## src/rtl/kbsw_io_device.sv

```systemverilog
// Memory-mapped KEY/SW responder: synchronizes and debounces both input buses and
// exposes data plus ready/overrun/ie control registers with an interrupt request.
module kbsw_io_device #(
  parameter int unsigned           DBITS           = 32,
  parameter logic [DBITS-1:0]      ADDR_KDATA      = 32'hF0000010,
  parameter logic [DBITS-1:0]      ADDR_SDATA      = 32'hF0000014,
  parameter logic [DBITS-1:0]      ADDR_KCTRL      = 32'hF0000110,
  parameter logic [DBITS-1:0]      ADDR_SCTRL      = 32'hF0000114,
  parameter int unsigned           DEBOUNCE_CYCLES = 100000,
  parameter int unsigned           CNT_BITS        = 17
) (
  input  logic             clk,
  input  logic             reset,
  input  logic [3:0]       KEY,
  input  logic [9:0]       SW,
  input  logic [DBITS-1:0] abus,
  input  logic [DBITS-1:0] wdata,
  input  logic             we,
  input  logic             re,
  output logic [DBITS-1:0] rdata,
  output logic             hit,
  output logic             irq
);

  localparam int unsigned KBITS = 4;
  localparam int unsigned SBITS = 10;
  localparam logic [CNT_BITS-1:0] CNT_MAX = CNT_BITS'(DEBOUNCE_CYCLES - 1);

  logic [KBITS-1:0]    k_sync1, k_sync2, k_samp, k_deb;
  logic [SBITS-1:0]    s_sync1, s_sync2, s_samp, s_deb;
  logic [CNT_BITS-1:0] cnt;
  logic                tick;
  logic                k_chg, s_chg;
  logic                k_rdy, k_ovr, k_ie, s_rdy, s_ovr, s_ie;
  logic                k_rdy_n, k_ovr_n, k_ie_n, s_rdy_n, s_ovr_n, s_ie_n;
  logic                sel_kdata, sel_sdata, sel_kctrl, sel_sctrl;
  logic                k_rd_data, s_rd_data, k_wr_ctrl, s_wr_ctrl;
  logic                unused_wdata;

  assign unused_wdata = ^{wdata[DBITS-1:5], wdata[3], wdata[1:0]};

  assign tick = (cnt == CNT_MAX);

  // A change event fires when a value stable across two ticks differs from deb.
  assign k_chg = tick && (k_sync2 == k_samp) && (k_sync2 != k_deb);
  assign s_chg = tick && (s_sync2 == s_samp) && (s_sync2 != s_deb);

  assign sel_kdata = (abus == ADDR_KDATA);
  assign sel_sdata = (abus == ADDR_SDATA);
  assign sel_kctrl = (abus == ADDR_KCTRL);
  assign sel_sctrl = (abus == ADDR_SCTRL);
  assign hit       = sel_kdata | sel_sdata | sel_kctrl | sel_sctrl;

  assign k_rd_data = re & sel_kdata;
  assign s_rd_data = re & sel_sdata;
  assign k_wr_ctrl = we & sel_kctrl;
  assign s_wr_ctrl = we & sel_sctrl;

  // Load data mux.
  always_comb begin
    rdata = '0;
    if (sel_kdata) begin
      rdata[KBITS-1:0] = k_deb;
    end else if (sel_sdata) begin
      rdata[SBITS-1:0] = s_deb;
    end else if (sel_kctrl) begin
      rdata[0] = k_rdy;
      rdata[2] = k_ovr;
      rdata[4] = k_ie;
    end else if (sel_sctrl) begin
      rdata[0] = s_rdy;
      rdata[2] = s_ovr;
      rdata[4] = s_ie;
    end
  end

  // Status next state: stores first, then event/read priority so overrun set wins.
  always_comb begin
    k_rdy_n = k_rdy;
    k_ovr_n = k_ovr;
    k_ie_n  = k_ie;
    s_rdy_n = s_rdy;
    s_ovr_n = s_ovr;
    s_ie_n  = s_ie;

    if (k_wr_ctrl) begin
      k_ie_n = wdata[4];
      if (!wdata[2]) k_ovr_n = 1'b0;
    end
    if (s_wr_ctrl) begin
      s_ie_n = wdata[4];
      if (!wdata[2]) s_ovr_n = 1'b0;
    end

    if (k_chg && k_rdy && !k_rd_data) k_ovr_n = 1'b1;
    else if (k_chg)                   k_rdy_n = 1'b1;
    else if (k_rd_data)               k_rdy_n = 1'b0;

    if (s_chg && s_rdy && !s_rd_data) s_ovr_n = 1'b1;
    else if (s_chg)                   s_rdy_n = 1'b1;
    else if (s_rd_data)               s_rdy_n = 1'b0;
  end

  always_ff @(posedge clk) begin
    if (reset) begin
      k_sync1 <= '0;
      k_sync2 <= '0;
      k_samp  <= '0;
      k_deb   <= '0;
      s_sync1 <= '0;
      s_sync2 <= '0;
      s_samp  <= '0;
      s_deb   <= '0;
      cnt     <= '0;
      k_rdy   <= 1'b0;
      k_ovr   <= 1'b0;
      k_ie    <= 1'b0;
      s_rdy   <= 1'b0;
      s_ovr   <= 1'b0;
      s_ie    <= 1'b0;
      irq     <= 1'b0;
    end else begin
      // KEY is active-low on the board; invert so 1 means pressed.
      k_sync1 <= ~KEY;
      k_sync2 <= k_sync1;
      s_sync1 <= SW;
      s_sync2 <= s_sync1;
      cnt     <= tick ? '0 : cnt + CNT_BITS'(1);
      if (tick) begin
        k_samp <= k_sync2;
        s_samp <= s_sync2;
        if (k_sync2 == k_samp) k_deb <= k_sync2;
        if (s_sync2 == s_samp) s_deb <= s_sync2;
      end
      k_rdy <= k_rdy_n;
      k_ovr <= k_ovr_n;
      k_ie  <= k_ie_n;
      s_rdy <= s_rdy_n;
      s_ovr <= s_ovr_n;
      s_ie  <= s_ie_n;
      irq   <= (k_rdy_n & k_ie_n) | (s_rdy_n & s_ie_n);
    end
  end

endmodule

```

## config.mk

```make
export PLATFORM = sky130hd
export DESIGN_NAME = kbsw_io_device
export DESIGN_NICKNAME = d
export VERILOG_FILES = /design/src/rtl/kbsw_io_device.sv
export SDC_FILE = /design/constraint.sdc
export NUM_CORES = 1
export LEC_CHECK = 0
export BUFFER_PORTS_ARGS = -buffer_cell sky130_fd_sc_hd__buf_2
export CORE_UTILIZATION = 35
export CTS_CLUSTER_SIZE = 10
export DETAILED_ROUTE_END_ITERATION = 10
export PLACE_DENSITY = 0.69
export SKIP_CTS_REPAIR_TIMING = 1
export SYNTH_ARGS = -nofsm -noshare
export SYNTH_HDL_FRONTEND = slang
export SYNTH_SLANG_ARGS = --single-unit
```

## constraint.sdc

```tcl
create_clock -name clk -period 4.2 [get_ports clk]
set_clock_uncertainty 0.05 [all_clocks]
set_input_delay 0.42 -clock clk [delete_from_list [all_inputs] [get_ports clk]]
set_output_delay 0.42 -clock clk [all_outputs]
set_load 0.05 [all_outputs]
```

==> metrics.txt <==
Slew @ Worst Pin about 0.94 ns; setup violators final 0; synth warn 0; initial antenna violation count 0; CP Max Fanout 7; clk buf depth 2; Netlist cell types 39; most frequent cells in the layout dfxtp_1, buf_2, nor2_1, nand2_1, nor2b_1; final wirelength 6310 um; cell depth of the worst min-delay path 2; # port buffers 63; CTS tree yes; placed cell area 3840 um^2; routability congestion estimate 0.773; RSZ-0062 raised after global routing false; Layout Nets around 520; # diodes 0; Starting Density 0.359; Max-Cap Viols 0; Antenna Nets Post-Route 0; Reg2Reg Setup Slack 1.60 ns; fmax 372 MHz; Period minus WS final 2.69 ns; WHS 0.161 ns; clock latency at the later pin of the worst-skew pair around 0.35 ns; top cell type's share of synthesized area 0.458; chip height 102 um; Power, Total 1.54 mW; CP endpoint kind primary output; Main synth FF type dfxtp_1; Hold EP k_sync1[2]; share of layout cells above drive strength 1 0.203; worst r2r src cnt[0]; Worst Setup Start Kind input pin; Largest delay share family, worst path simple AND/OR/NAND/NOR gates; detailed-route vias per instance between 4 and 5; Critical-path top delay cell or2_2; critical path required time approximately 3.7 ns; hold_sp KEY[2]; reg-to-reg endpoint s_deb[7]; CORE AREA 9730 um^2; CP Class in -> out; Buf/Inv on CP 2; max-slew violation count 0; H-tree lvl count 3; post-synth top area cell dfxtp_1; DRT Pass-1 Iters 4; setup_tns 0 ns; Post-synth EDFFs 0; FF-to-FF path depth 7; Vias 2633; Congestion Overflow GR 0; FP Rows 36; Reg clk slew, reported paths 0.08 ns; FFs w/ async S/R, synth 0; total placed cells including tap cells 560; fin crit share 0.640; Overall Global Routing Usage 0.130; pwr dens 379 nW/um^2; Hold Fails Final Rpt 0; Die Area between 10000 and 15000 um^2; Synth area leaders dfxtp_1, xnor2_1, xor2_1, nor2b_1, buf_4; final core utilization 0.418; vias in the first global route 2346; Iter 0 DRT Violations 72; Pleak 1.67 nW; first-pass GRT wire length 10600 um; Final Non-Filler Cells 576; design area between 4000 and 5000 um^2; Hold Crit Class in -> reg; Clock Tree Root clkbuf_8; Residual DRC 0; setup ws final 1.51 ns; DP Wirelength 4630 um; arrival time at the worst endpoint between 2 and 2.5 ns; Syn Area/Cell 9.22 um^2; most common cell after layout, fill and taps aside dfxtp_1; sequential-to-total area share from yosys stat 0.458; chip width 102 um; num ports 116; largest net degree at the start of global routing between 60 and 70; Yosys reg bits 80; WL per Instance around 11 um; worst path cell trace buf_2 > nor4b_1 > nand4_1 > or2_2 > nor2_1 > and3_1 > buf_2; clk sinks 80; Cells after Synth around 380; pre-CTS WS 1.48 ns; status finished clean; Max IR drop VDD roughly 0.26 mV; Critical Path Most Common Cell buf_2; Mapped Area 3500 um^2; layout overhead on the synthesized area 16.4%; Rel. slew slack 0.368; Num CTS Buffers 9; Critical Path Max Stage Delay 0.43 ns
cell usage after synthesis, drive strengths merged (2+ instances only):
library cell / instances
o41ai: 2
nand2: 37
buf: 25
mux4: 2
nor4: 11
nor2b: 27
and4: 2
nand3: 9
dfxtp: 80
inv: 6
clkbuf: 13
a21oi: 20
nor4b: 3
mux2i: 15
nor3: 4
xnor2: 22
nand4: 10
and3: 9
and4bb: 2
o21ai: 4
and2: 2
nand2b: 3
nor2: 40
xor2: 21
sequential cells by signal, summed over array words and instances, names as in the netlist:
name / flops
cnt: 17
irq: 1
k_deb: 4
k_ie: 1
k_ovr: 1
k_rdy: 1
k_samp: 4
k_sync1: 4
k_sync2: 4
s_deb: 10
s_ie: 1
s_ovr: 1
s_rdy: 1
s_samp: 10
s_sync1: 10
s_sync2: 10
report_power, final:
part / leakage (nW) / internal (mW) / switching [mW] / total [mW]
combinational: 0.903 / 0.0371 / 0.0782 / 0.115
clock: 0.114 / 0.347 / 0.297 / 0.643
sequential: 0.651 / 0.773 / 0.0121 / 0.785
total: 1.67 / 1.16 / 0.387 / 1.54
cell families (layout without fill, tap and decap cells):
logic type / count (synthesis) / count (layout) / share of synthesized area
buf+inv: 44 / 87 / 0.0730
simple gates: 162 / 162 / 0.250
flops: 80 / 80 / 0.458
fa+ha+maj: 1 / 1 / 0.00358
mux: 17 / 17 / 0.0558
compound gates: 31 / 31 / 0.0505
other cells: 1 / 22 / 0.00107
xor+xnor: 43 / 43 / 0.108
routing by layer:
metal | track usage | wire, um | vias to the layer above
met5 | 0 | 0 | -
li1 | - | - | 1338
met4 | 0.0626 | 113 | 0
met3 | 0.0294 | 399 | 8
met2 | 0.204 | 2660 | 97
met1 | 0.171 | 3140 | 1190
worst max-delay path by stage:
stage	depth (start not counted)	start	slack, ns	end
floorplan	5	abus[25]	1.28	rdata[1]
global placement	7	abus[25]	1.48	rdata[7]
detailed placement	7	abus[25]	1.48	rdata[6]
CTS	7	abus[25]	1.48	rdata[6]
global route	7	abus[25]	1.27	rdata[6]
finish	7	abus[25]	1.51	rdata[6]
layout make-up:
class,instances,area [um^2]
fillers,969,5660
multi-input cells,276,1720
flip-flops and latches,80,1600
repair buffers,65,330
well taps,133,166
clock buffers,9,124
clock inverters,7,108
inverters,6,22.5
(Power assumes the default switching activity.)
